`src/rtl/gmii_rx_frame_if.sv`:
```
// GMII receive pins together with the deframed byte stream and frame statistics.
`timescale 1ns/1ps
interface gmii_rx_frame_if;
    logic [7:0]  gmii_rxd;
    logic        gmii_rx_dv;
    logic        gmii_rx_er;
    logic [7:0]  rx_data;
    logic        rx_valid;
    logic        rx_sof;
    logic        rx_eof;
    logic        rx_err;
    logic [2:0]  rx_err_code;
    logic [15:0] rx_len;
    logic [15:0] frame_good_cnt;
    logic [15:0] frame_bad_cnt;

    modport master (
        output gmii_rxd, gmii_rx_dv, gmii_rx_er,
        input  rx_data, rx_valid, rx_sof, rx_eof, rx_err, rx_err_code, rx_len,
        input  frame_good_cnt, frame_bad_cnt
    );

    modport slave (
        input  gmii_rxd, gmii_rx_dv, gmii_rx_er,
        output rx_data, rx_valid, rx_sof, rx_eof, rx_err, rx_err_code, rx_len,
        output frame_good_cnt, frame_bad_cnt
    );
endinterface

```
`src/rtl/gmii_rx_frame.sv`:
```
// GMII receive framer: strips preamble/SFD, forwards frame bytes with sof/eof,
// checks FCS, length and rx_er, and counts good/bad frames.
`timescale 1ns/1ps
module gmii_rx_frame #(
    parameter int MIN_LEN = 64,
    parameter int MAX_LEN = 1518
) (
    input  logic           gmii_rx_clk,
    input  logic           rst,
    gmii_rx_frame_if.slave bus
);
    localparam logic [31:0] CRC_POLY    = 32'h04C11DB7;
    localparam logic [31:0] CRC_INIT    = 32'hFFFFFFFF;
    localparam logic [31:0] CRC_RESIDUE = 32'hC704DD7B;
    localparam logic [7:0]  PRE_BYTE    = 8'h55;
    localparam logic [7:0]  SFD_BYTE    = 8'hD5;
    localparam logic [15:0] MIN_LEN_W   = 16'(MIN_LEN);
    localparam logic [15:0] MAX_LEN_W   = 16'(MAX_LEN);

    typedef enum logic [1:0] {IDLE, PREAMBLE, DATA, DROP} state_t;

    state_t      state_q, state_d;

    logic [7:0]  rxd_p0;
    logic        dv_p0;
    logic        er_p0;

    logic [7:0]  hold_p1;
    logic        vld_p1;
    logic [31:0] crc_q;
    logic [15:0] len_q;
    logic        er_seen_q;
    logic        sof_pend_q;

    logic [7:0]  rx_data_q;
    logic        rx_valid_q, rx_sof_q, rx_eof_q, rx_err_q;
    logic [2:0]  rx_err_code_q;
    logic [15:0] rx_len_q;
    logic [15:0] good_cnt_q, bad_cnt_q;

    logic        start_frame, take_byte, end_frame, over_len;
    logic        emit_mid, emit_last, emit_any;
    logic        cnt_good, cnt_bad;
    logic [2:0]  frame_code;

    // Register orientation is the bit-reverse of the textbook reflected CRC,
    // which lets data be consumed LSB first while shifting left.
    function automatic logic [31:0] crc32_byte(input logic [31:0] crc, input logic [7:0] d);
        logic [31:0] c;
        c = crc;
        for (int i = 0; i < 8; i++) begin
            if (c[31] ^ d[i]) c = {c[30:0], 1'b0} ^ CRC_POLY;
            else              c = {c[30:0], 1'b0};
        end
        return c;
    endfunction

    function automatic logic [2:0] err_code(input logic len_bad, input logic er_seen,
                                            input logic [31:0] crc);
        return {len_bad, er_seen, (crc != CRC_RESIDUE)};
    endfunction

    always_ff @(posedge gmii_rx_clk) begin
        if (rst) state_q <= IDLE;
        else     state_q <= state_d;
    end

    always_comb begin
        state_d     = state_q;
        start_frame = 1'b0;
        take_byte   = 1'b0;
        end_frame   = 1'b0;
        over_len    = 1'b0;
        case (state_q)
            IDLE: begin
                if (dv_p0) state_d = (rxd_p0 == PRE_BYTE) ? PREAMBLE : DROP;
            end
            PREAMBLE: begin
                if (!dv_p0) begin
                    state_d = IDLE;
                end else if (rxd_p0 == SFD_BYTE) begin
                    state_d     = DATA;
                    start_frame = 1'b1;
                end else if (rxd_p0 != PRE_BYTE) begin
                    state_d = DROP;
                end
            end
            DATA: begin
                if (!dv_p0) begin
                    end_frame = 1'b1;
                    state_d   = IDLE;
                end else if (len_q == MAX_LEN_W) begin
                    over_len = 1'b1;
                    state_d  = DROP;
                end else begin
                    take_byte = 1'b1;
                end
            end
            DROP: begin
                if (!dv_p0) state_d = IDLE;
            end
            default: state_d = IDLE;
        endcase
    end

    // An overlength frame always has a byte in hold, since MAX_LEN bytes were taken.
    assign emit_mid   = take_byte & vld_p1;
    assign emit_last  = (end_frame & vld_p1) | over_len;
    assign emit_any   = emit_mid | emit_last;
    assign frame_code = err_code(over_len | (len_q < MIN_LEN_W), er_seen_q, crc_q);
    assign cnt_good   = end_frame & vld_p1 & (frame_code == 3'b000);
    assign cnt_bad    = over_len | (end_frame & ~cnt_good);

    // ---- stage p0: input register; stage p1: hold register ----
    always_ff @(posedge gmii_rx_clk) begin
        rxd_p0 <= bus.gmii_rxd;
        if (take_byte) hold_p1 <= rxd_p0;
    end

    always_ff @(posedge gmii_rx_clk) begin
        if (rst) begin
            dv_p0         <= 1'b0;
            er_p0         <= 1'b0;
            vld_p1        <= 1'b0;
            crc_q         <= CRC_INIT;
            len_q         <= 16'd0;
            er_seen_q     <= 1'b0;
            sof_pend_q    <= 1'b0;
            rx_data_q     <= 8'd0;
            rx_valid_q    <= 1'b0;
            rx_sof_q      <= 1'b0;
            rx_eof_q      <= 1'b0;
            rx_err_q      <= 1'b0;
            rx_err_code_q <= 3'b000;
            rx_len_q      <= 16'd0;
            good_cnt_q    <= 16'd0;
            bad_cnt_q     <= 16'd0;
        end else begin
            dv_p0      <= bus.gmii_rx_dv;
            er_p0      <= bus.gmii_rx_er;
            rx_valid_q <= emit_any;
            rx_sof_q   <= emit_any & sof_pend_q;
            rx_eof_q   <= emit_last;

            if (start_frame) begin
                crc_q      <= CRC_INIT;
                len_q      <= 16'd0;
                er_seen_q  <= 1'b0;
                vld_p1     <= 1'b0;
                sof_pend_q <= 1'b1;
            end

            if (take_byte) begin
                crc_q     <= crc32_byte(crc_q, rxd_p0);
                len_q     <= len_q + 16'd1;
                er_seen_q <= er_seen_q | er_p0;
                vld_p1    <= 1'b1;
            end

            // ---- stage p2: output registers ----
            if (emit_any) begin
                rx_data_q  <= hold_p1;
                sof_pend_q <= 1'b0;
            end

            if (emit_last) begin
                rx_err_code_q <= frame_code;
                rx_err_q      <= |frame_code;
                rx_len_q      <= len_q;
                vld_p1        <= 1'b0;
            end

            if (cnt_good) good_cnt_q <= good_cnt_q + 16'd1;
            if (cnt_bad)  bad_cnt_q  <= bad_cnt_q + 16'd1;
        end
    end

    assign bus.rx_data        = rx_data_q;
    assign bus.rx_valid       = rx_valid_q;
    assign bus.rx_sof         = rx_sof_q;
    assign bus.rx_eof         = rx_eof_q;
    assign bus.rx_err         = rx_err_q;
    assign bus.rx_err_code    = rx_err_code_q;
    assign bus.rx_len         = rx_len_q;
    assign bus.frame_good_cnt = good_cnt_q;
    assign bus.frame_bad_cnt  = bad_cnt_q;
endmodule

```
`src/flat_wrapper.sv`:
```
// flat-port wrapper written by rule: the top's interface ports become plain ports
module gmii_rx_frame_flat 
#(
    parameter int MIN_LEN = 64,
    parameter int MAX_LEN = 1518
)
  (gmii_rx_clk, rst, bus_gmii_rxd, bus_gmii_rx_dv, bus_gmii_rx_er, bus_rx_data, bus_rx_valid, bus_rx_sof, bus_rx_eof, bus_rx_err, bus_rx_err_code, bus_rx_len, bus_frame_good_cnt, bus_frame_bad_cnt);
  gmii_rx_frame_if bus_i ();
  input  logic gmii_rx_clk;
  input  logic rst;
  input wire logic [$bits(bus_i.gmii_rxd)-1:0] bus_gmii_rxd;
  input wire logic [$bits(bus_i.gmii_rx_dv)-1:0] bus_gmii_rx_dv;
  input wire logic [$bits(bus_i.gmii_rx_er)-1:0] bus_gmii_rx_er;
  output wire logic [$bits(bus_i.rx_data)-1:0] bus_rx_data;
  output wire logic [$bits(bus_i.rx_valid)-1:0] bus_rx_valid;
  output wire logic [$bits(bus_i.rx_sof)-1:0] bus_rx_sof;
  output wire logic [$bits(bus_i.rx_eof)-1:0] bus_rx_eof;
  output wire logic [$bits(bus_i.rx_err)-1:0] bus_rx_err;
  output wire logic [$bits(bus_i.rx_err_code)-1:0] bus_rx_err_code;
  output wire logic [$bits(bus_i.rx_len)-1:0] bus_rx_len;
  output wire logic [$bits(bus_i.frame_good_cnt)-1:0] bus_frame_good_cnt;
  output wire logic [$bits(bus_i.frame_bad_cnt)-1:0] bus_frame_bad_cnt;
  assign bus_i.gmii_rxd = bus_gmii_rxd;
  assign bus_i.gmii_rx_dv = bus_gmii_rx_dv;
  assign bus_i.gmii_rx_er = bus_gmii_rx_er;
  assign bus_rx_data = bus_i.rx_data;
  assign bus_rx_valid = bus_i.rx_valid;
  assign bus_rx_sof = bus_i.rx_sof;
  assign bus_rx_eof = bus_i.rx_eof;
  assign bus_rx_err = bus_i.rx_err;
  assign bus_rx_err_code = bus_i.rx_err_code;
  assign bus_rx_len = bus_i.rx_len;
  assign bus_frame_good_cnt = bus_i.frame_good_cnt;
  assign bus_frame_bad_cnt = bus_i.frame_bad_cnt;
  gmii_rx_frame #(.MIN_LEN(MIN_LEN), .MAX_LEN(MAX_LEN)) u_core (.gmii_rx_clk(gmii_rx_clk), .rst(rst), .bus(bus_i));
endmodule
```
`config.mk`:
```
export PLATFORM = sky130hd
export DESIGN_NAME = gmii_rx_frame_flat
export DESIGN_NICKNAME = d
export VERILOG_FILES = /design/src/rtl/gmii_rx_frame_if.sv /design/src/rtl/gmii_rx_frame.sv /design/src/flat_wrapper.sv
export SDC_FILE = /design/constraint.sdc
export NUM_CORES = 1
export LEC_CHECK = 0
export CAP_MARGIN = 15
export CORE_MARGIN = 3
export CORE_UTILIZATION = 35
export CTS_CLUSTER_DIAMETER = 120
export DETAILED_ROUTE_END_ITERATION = 6
export PLACE_DENSITY = 0.57
export RECOVER_POWER = 25
export SETUP_SLACK_MARGIN = 0.02
export SYNTH_ARGS = -nofsm -noshare
export SYNTH_HDL_FRONTEND = slang
export SYNTH_SLANG_ARGS = --single-unit
```
`constraint.sdc`:
```
create_clock -name gmii_rx_clk -period 2.3 [get_ports gmii_rx_clk]
set_input_delay 0.46 -clock gmii_rx_clk [delete_from_list [all_inputs] [get_ports gmii_rx_clk]]
set_output_delay 0.46 -clock gmii_rx_clk [all_outputs]
set_load 0.05 [all_outputs]
```
# Yosys cells after proc, flatten, opt, wreduce, memory -nomap -nowiden
# Index checks and enable logic that the tools add are counted.
[op_classes]
n_div = 0
bitwise_logic = 27
eq_ne = 12
n_reduce_logical = 7
n_addsub = 3
muxes = 49
mul = 0
shifts = 0
magnitude_cmp = 1
[op_table]
columns = ["op", "n"]
rows = [
  ["32-bit two-way mux", 16],
  ["27-bit two-way mux", 8],
  ["14-bit NOT", 8],
  ["16-bit by 1-bit adder with 16-bit output (second input constant)", 3],
  ["16-bit two-way mux", 2],
  ["32-bit inequality test (second input constant)", 1],
  ["16-bit by 11-bit equality test with 1-bit output (second input constant)", 1],
  ["16-bit by 7-bit less-than comparator with 1-bit output (second input constant)", 1],
  ["2-bit two-way mux", 8],
  ["1-bit two-way mux", 14],
  ["8-bit by 7-bit equality test with 1-bit output (second input constant)", 1],
  ["8-bit equality test (second input constant)", 1],
  ["8-bit by 7-bit inequality test with 1-bit output (second input constant)", 1],
  ["2-bit one-hot mux with 4 select lines", 1],
  ["1-bit XOR", 8],
  ["1-bit bitwise AND", 5],
  ["1-bit OR", 5],
  ["2-bit equality test (second input constant)", 2],
  ["4-bit inequality test (second input constant)", 1],
  ["4-bit AND reduction", 1],
  ["2-bit OR reduction", 2],
  ["3-bit logical NOT", 1],
  ["3-bit inequality test (second input constant)", 1],
  ["3-bit OR reduction", 1],
  ["other kinds (6)", 6],
]
[totals]
register_bits = 134
out_inout_bits = 63
word_cells = 118
mem_bits_rw = 0
in_bits = 12
memories = 0
latch_bits = 0
rom_bits = 0

# Depth between registers and ports, before layout
[logic_depth]
ltp_word = 33
ltp_mapped = 10
mapped_depth_nobuf = 9

# Least setup slack after synthesis
# Ideal clock, no wire load.
[synth_path]
kind = "reg2reg"
startpoint = "register u_core.crc_q[27]"
endpoint = "register u_core.good_cnt_q[12], in the netlist u_core.bus.frame_good_cnt[12]"
path_slack_ns = -0.072
path_buffers = 1
stages_incl_launch_ff = 8
arrival_time_ns = 2.251
setup_time_ns = 0.121
required_time_ns = 2.179
period_less_slack_ns = 2.372
cell_sequence = "dfxtp_1 > or4b_4 > nor4_4 > nand4b_2 > or2_4 > buf_6 > nor3_1 > mux2_2"
[synth_via]
elab_chain_cells = 3
[synth_lines]
columns = ["element", "line_no", "text"]
rows = [
  ["start: declaration", "gmii_rx_frame.sv:30", "logic [31:0] crc_q;"],
  ["start signal: assignment", "gmii_rx_frame.sv:154", "crc_q <= crc32_byte(crc_q, rxd_p0);"],
  ["32-bit inequality test", "gmii_rx_frame.sv:60", "return {len_bad, er_seen, (crc != CRC_RESIDUE)};"],
  ["3-bit logical NOT", "gmii_rx_frame.sv:111", "assign cnt_good = end_frame & vld_p1 & (frame_code == 3'b000);"],
  ["1-bit bitwise AND", "gmii_rx_frame.sv:111", ""],
  ["end signal: assignment", "gmii_rx_frame.sv:173", "if (cnt_good) good_cnt_q <= good_cnt_q + 16'd1;"],
  ["end: declaration", "gmii_rx_frame.sv:39", "logic [15:0] good_cnt_q, bad_cnt_q;"],
]
# No other way between the ends.
# A chain may end at the register's enable or synchronous reset.

# Worst setup path after layout
[layout_path]
startpoint = "register u_core.crc_q[22]"
endpoint = "register u_core.good_cnt_q[3], in the netlist u_core.bus.frame_good_cnt[3]"
# Same word-level chain as after synthesis.

==> qor.yml <==
status: "finished with violations"
violations: "negative setup slack"
r2r-end: "u_core.bus.frame_good_cnt[3]"
crit_slowest_cell: "or4_4"
place_area_sq_mm: 0.00760
async_reset_ff_share_pct: 0
yosys_most_used_dff: "dfxtp_1"
io_buffers: 74
track_usage_pct: 16.7
holdPathStages: 1
cp-end-kind: "flip-flop"
drive_above_1_share_pct: 24.2
syn_area_sq_mm: 0.00613
fill_cells: 1483
vias: 5153
hp-start: "u_core.sof_pend_q"
area.growth.synth_to_final_pct: 41.2
design_area_sq_mm: 0.00865
fmax_mhz: 420
cts.sinks: 134
clockRootBuffer: "clkbuf_16"
skew_ns: 0.00834
synth_edf_count: 8
drv_slew: 0
placedCellCount: 969
grt_max_degree: 42
worst_setup_path_start_kind: "flip-flop"
drt-pass1-iter-count: 6
instances_no_fill: 1008
pin_count: 75
pre_cts_slack_ns: -0.0879
rsz0062_at_grt: "true"
antennaDiodeCount: 0
r2r_start: "u_core.crc_q[22]"
cts_buffer_depth: 2
crit_arrival_ns: 2.73
finalCriticalPeriod_ns: 2.38
synth_top_area_share_pct: 41.2
cap_violations: 0
routed_wl_microns: 16000
syn-num-nets: 654
min_to: "u_core.bus.rx_sof"
die_h_microns: 138
rows: 47
cts_tree: "built"
hold_ws_ns: 0.471
grt_pass1_wl_microns: 26400
slew_headroom_pct: 54.5
initial_core_util_pct: 36.3
worstPathRequired_ns: 2.65
drc: 0
power_mw: 5.85
r2r_setup_slack_ns: -0.08
wl_per_cell_microns: 15.9
register_area_sq_mm: 0.00276
syn_inst: 638
fin_util_pct: 51.3
die_width_microns: 138
hold_path_class: "reg -> reg"
clk_pin_slew_worst_paths_ns: 0.06
cts_made_buffers: 17
antenna_found_initial: 0
power.density_mw_per_mm2: 676
htree_levels: 4
cts_hold_buf: 0
power_leakage_nw: 3.20
synth_cell_type_count: 60
period_share_pct: 103
worst_pin_slew_ns: 0.677
core-area_sq_mm: 0.0169
ant_nets: 0
crit_type: "reg -> reg"
dieArea_sq_mm: 0.0191
synth.largest_area_cell: "dfxtp_1"
dr.first_iter.drc_count: 250
multiInputGateArea_sq_mm: 0.00350
ys_seq_area_share_pct: 45.1
synth-seq-cells: 134
setup-violations-final: 15
ys_warn_count: 0
vdd_drop_max_mv: 0.510
nets: 791
synthTopCellsByArea: "dfxtp_1 41%, xnor2_1 8.0%, mux2i_1 4.6%"
avgSynthCellArea_sq_um: 9.61
fin_ws_ns: -0.0794
worstSkewPairLatency_ns: 0.42
hpwlAfterDp_microns: 11000
grt_pass1_vias: 5259
cp_max_fo: 8
timing_hold_violations_final: 0
tns_ns: -0.424
place.gp.congestion: 0.837
critPathMaxStageDelay_ns: 0.53
timing.critical_path.cells: "or4_4, nor4_4, nand4b_4, or2_4, buf_6, or3_4, a21oi_2"
overflow: 0
reg2reg_depth: 7
vias_per_cell: 5.11
==> where the power goes <==
part / switching, mW / internal, mW / total [mW]
sequential: 0.0211 / 2.37 / 2.39
combinational: 0.252 / 0.218 / 0.471
clock: 1.06 / 1.93 / 2.99
==> final cells by class <==
class	count	share of cell area, %
inverters	7	0.304
well taps	220	3.18
flip-flops and latches	134	31.9
repair buffers	153	16.5
multi-input cells	462	40.5
clock buffers	17	4.92
clock inverters	15	2.65
==> how the worst max path moves through the flow <==
stage / startpoint / endpoint / slack, ns / depth (start not counted)
2_1_floorplan: u_core.crc_q[22] / u_core.bus.frame_bad_cnt[7] / -0.04 / 8
3_3_place_gp: u_core.crc_q[22] / u_core.bus.frame_good_cnt[11] / -0.09 / 6
3_5_place_dp: u_core.crc_q[22] / u_core.bus.frame_good_cnt[11] / -0.09 / 6
4_1_cts: u_core.crc_q[27] / u_core.bus.frame_good_cnt[3] / -0.09 / 7
5_1_grt: u_core.crc_q[22] / u_core.bus.frame_good_cnt[3] / -0.17 / 7
6_report: u_core.crc_q[22] / u_core.bus.frame_good_cnt[3] / -0.08 / 7
==> metal layers <==
metal  up-vias  global-route usage [%]  part of all wire [%]
li1       2555                       -                     -
met1      2475                    20.5                    45
met2       101                    28.5                    49
met3        22                    4.04                   3.9
met4         0                    5.88                   1.6
met5         -                       0                     0
==> cells by family (layout without fill, tap and decap cells) <==
family,count (synthesis),after routing,synth area share [%]
buffers and inverters,42,192,3.20
AND/OR/NAND/NOR,247,247,22.2
multiplexers,39,39,6.59
XOR/XNOR,78,78,11.5
flip-flops,134,134,45.1
adder cells (fa/ha/maj),4,4,0.817
AO/OA/AOI/OAI,94,94,10.6
==> Yosys cell counts (all sizes together), types with 2 or more instances <==
cell and count:
a21o 2, a21oi 29, a2bb2oi 14, a311oi 5, a31oi 2, and2 3
and3 8, and4 6, buf 14, clkbuf 21, dfxtp 126, edfxtp 8
ha 4, inv 7, mux2 11, mux2i 28, nand2 34, nand2b 3
nand3 22, nand3b 2, nand4 13, nand4b 4, nor2 73, nor2b 12
nor3 25, nor4 8, nor4b 5, o211ai 5, o21ai 7, o21bai 13
o31ai 12, or2 4, or3 4, or4 14, or4b 2, xnor2 59
xor2 19
==> sequential cells by signal, indices dropped and copies added, names as in the netlist, 2 cells and up <==
| signal | cells |
|---|---|
| u_core.bus.rx_err_code | 3 |
| u_core.state_q | 2 |
| u_core.bus.rx_len | 16 |
| u_core.crc_q | 32 |
| u_core.hold_p1 | 8 |
| u_core.rxd_p0 | 8 |
| u_core.bus.rx_data | 8 |
| u_core.bus.frame_bad_cnt | 16 |
| u_core.len_q | 16 |
| u_core.bus.frame_good_cnt | 16 |
==> worst max-delay path, delay by kind of cell (launching register included) <==
kind | cells | cell delay [ns]
buffers and inverters | 1 | 0.14
AOI/OAI and AO/OA | 1 | 0.13
and+or+nand+nor | 5 | 1.72
DFF | 1 | 0.32
==> placed cells by master, fill, tap and decap left out, types with 6 or more instances in the layout <==
cell,n
a2bb2oi_1,14
mux2i_1,28
dfxtp_1,125
a21oi_2,13
or4_4,10
o21bai_1,13
and4_1,6
xor2_1,19
clkbuf_16,17
nor2_1,71
xnor2_1,55
dlygate4sd3_1,8
nor3_1,20
mux2_2,8
buf_6,11
nor2b_1,12
a21oi_1,16
clkdlybuf4s50_1,64
nand2_1,33
inv_1,6
nand4_1,13
nand3_1,22
edfxtp_1,8
buf_4,63
and3_1,8
==> timing repair <==
item | CTS | global route
buffers inserted | 4 | 3
cloned | 2 | 0
pin swaps | 8 | 36
hold endpoints to repair | 0 | 0
gates resized for setup | 12 | 62
endpoints found under the setup margin | 33 | 66
No activity file was read; power rests on OpenSTA's default activity.
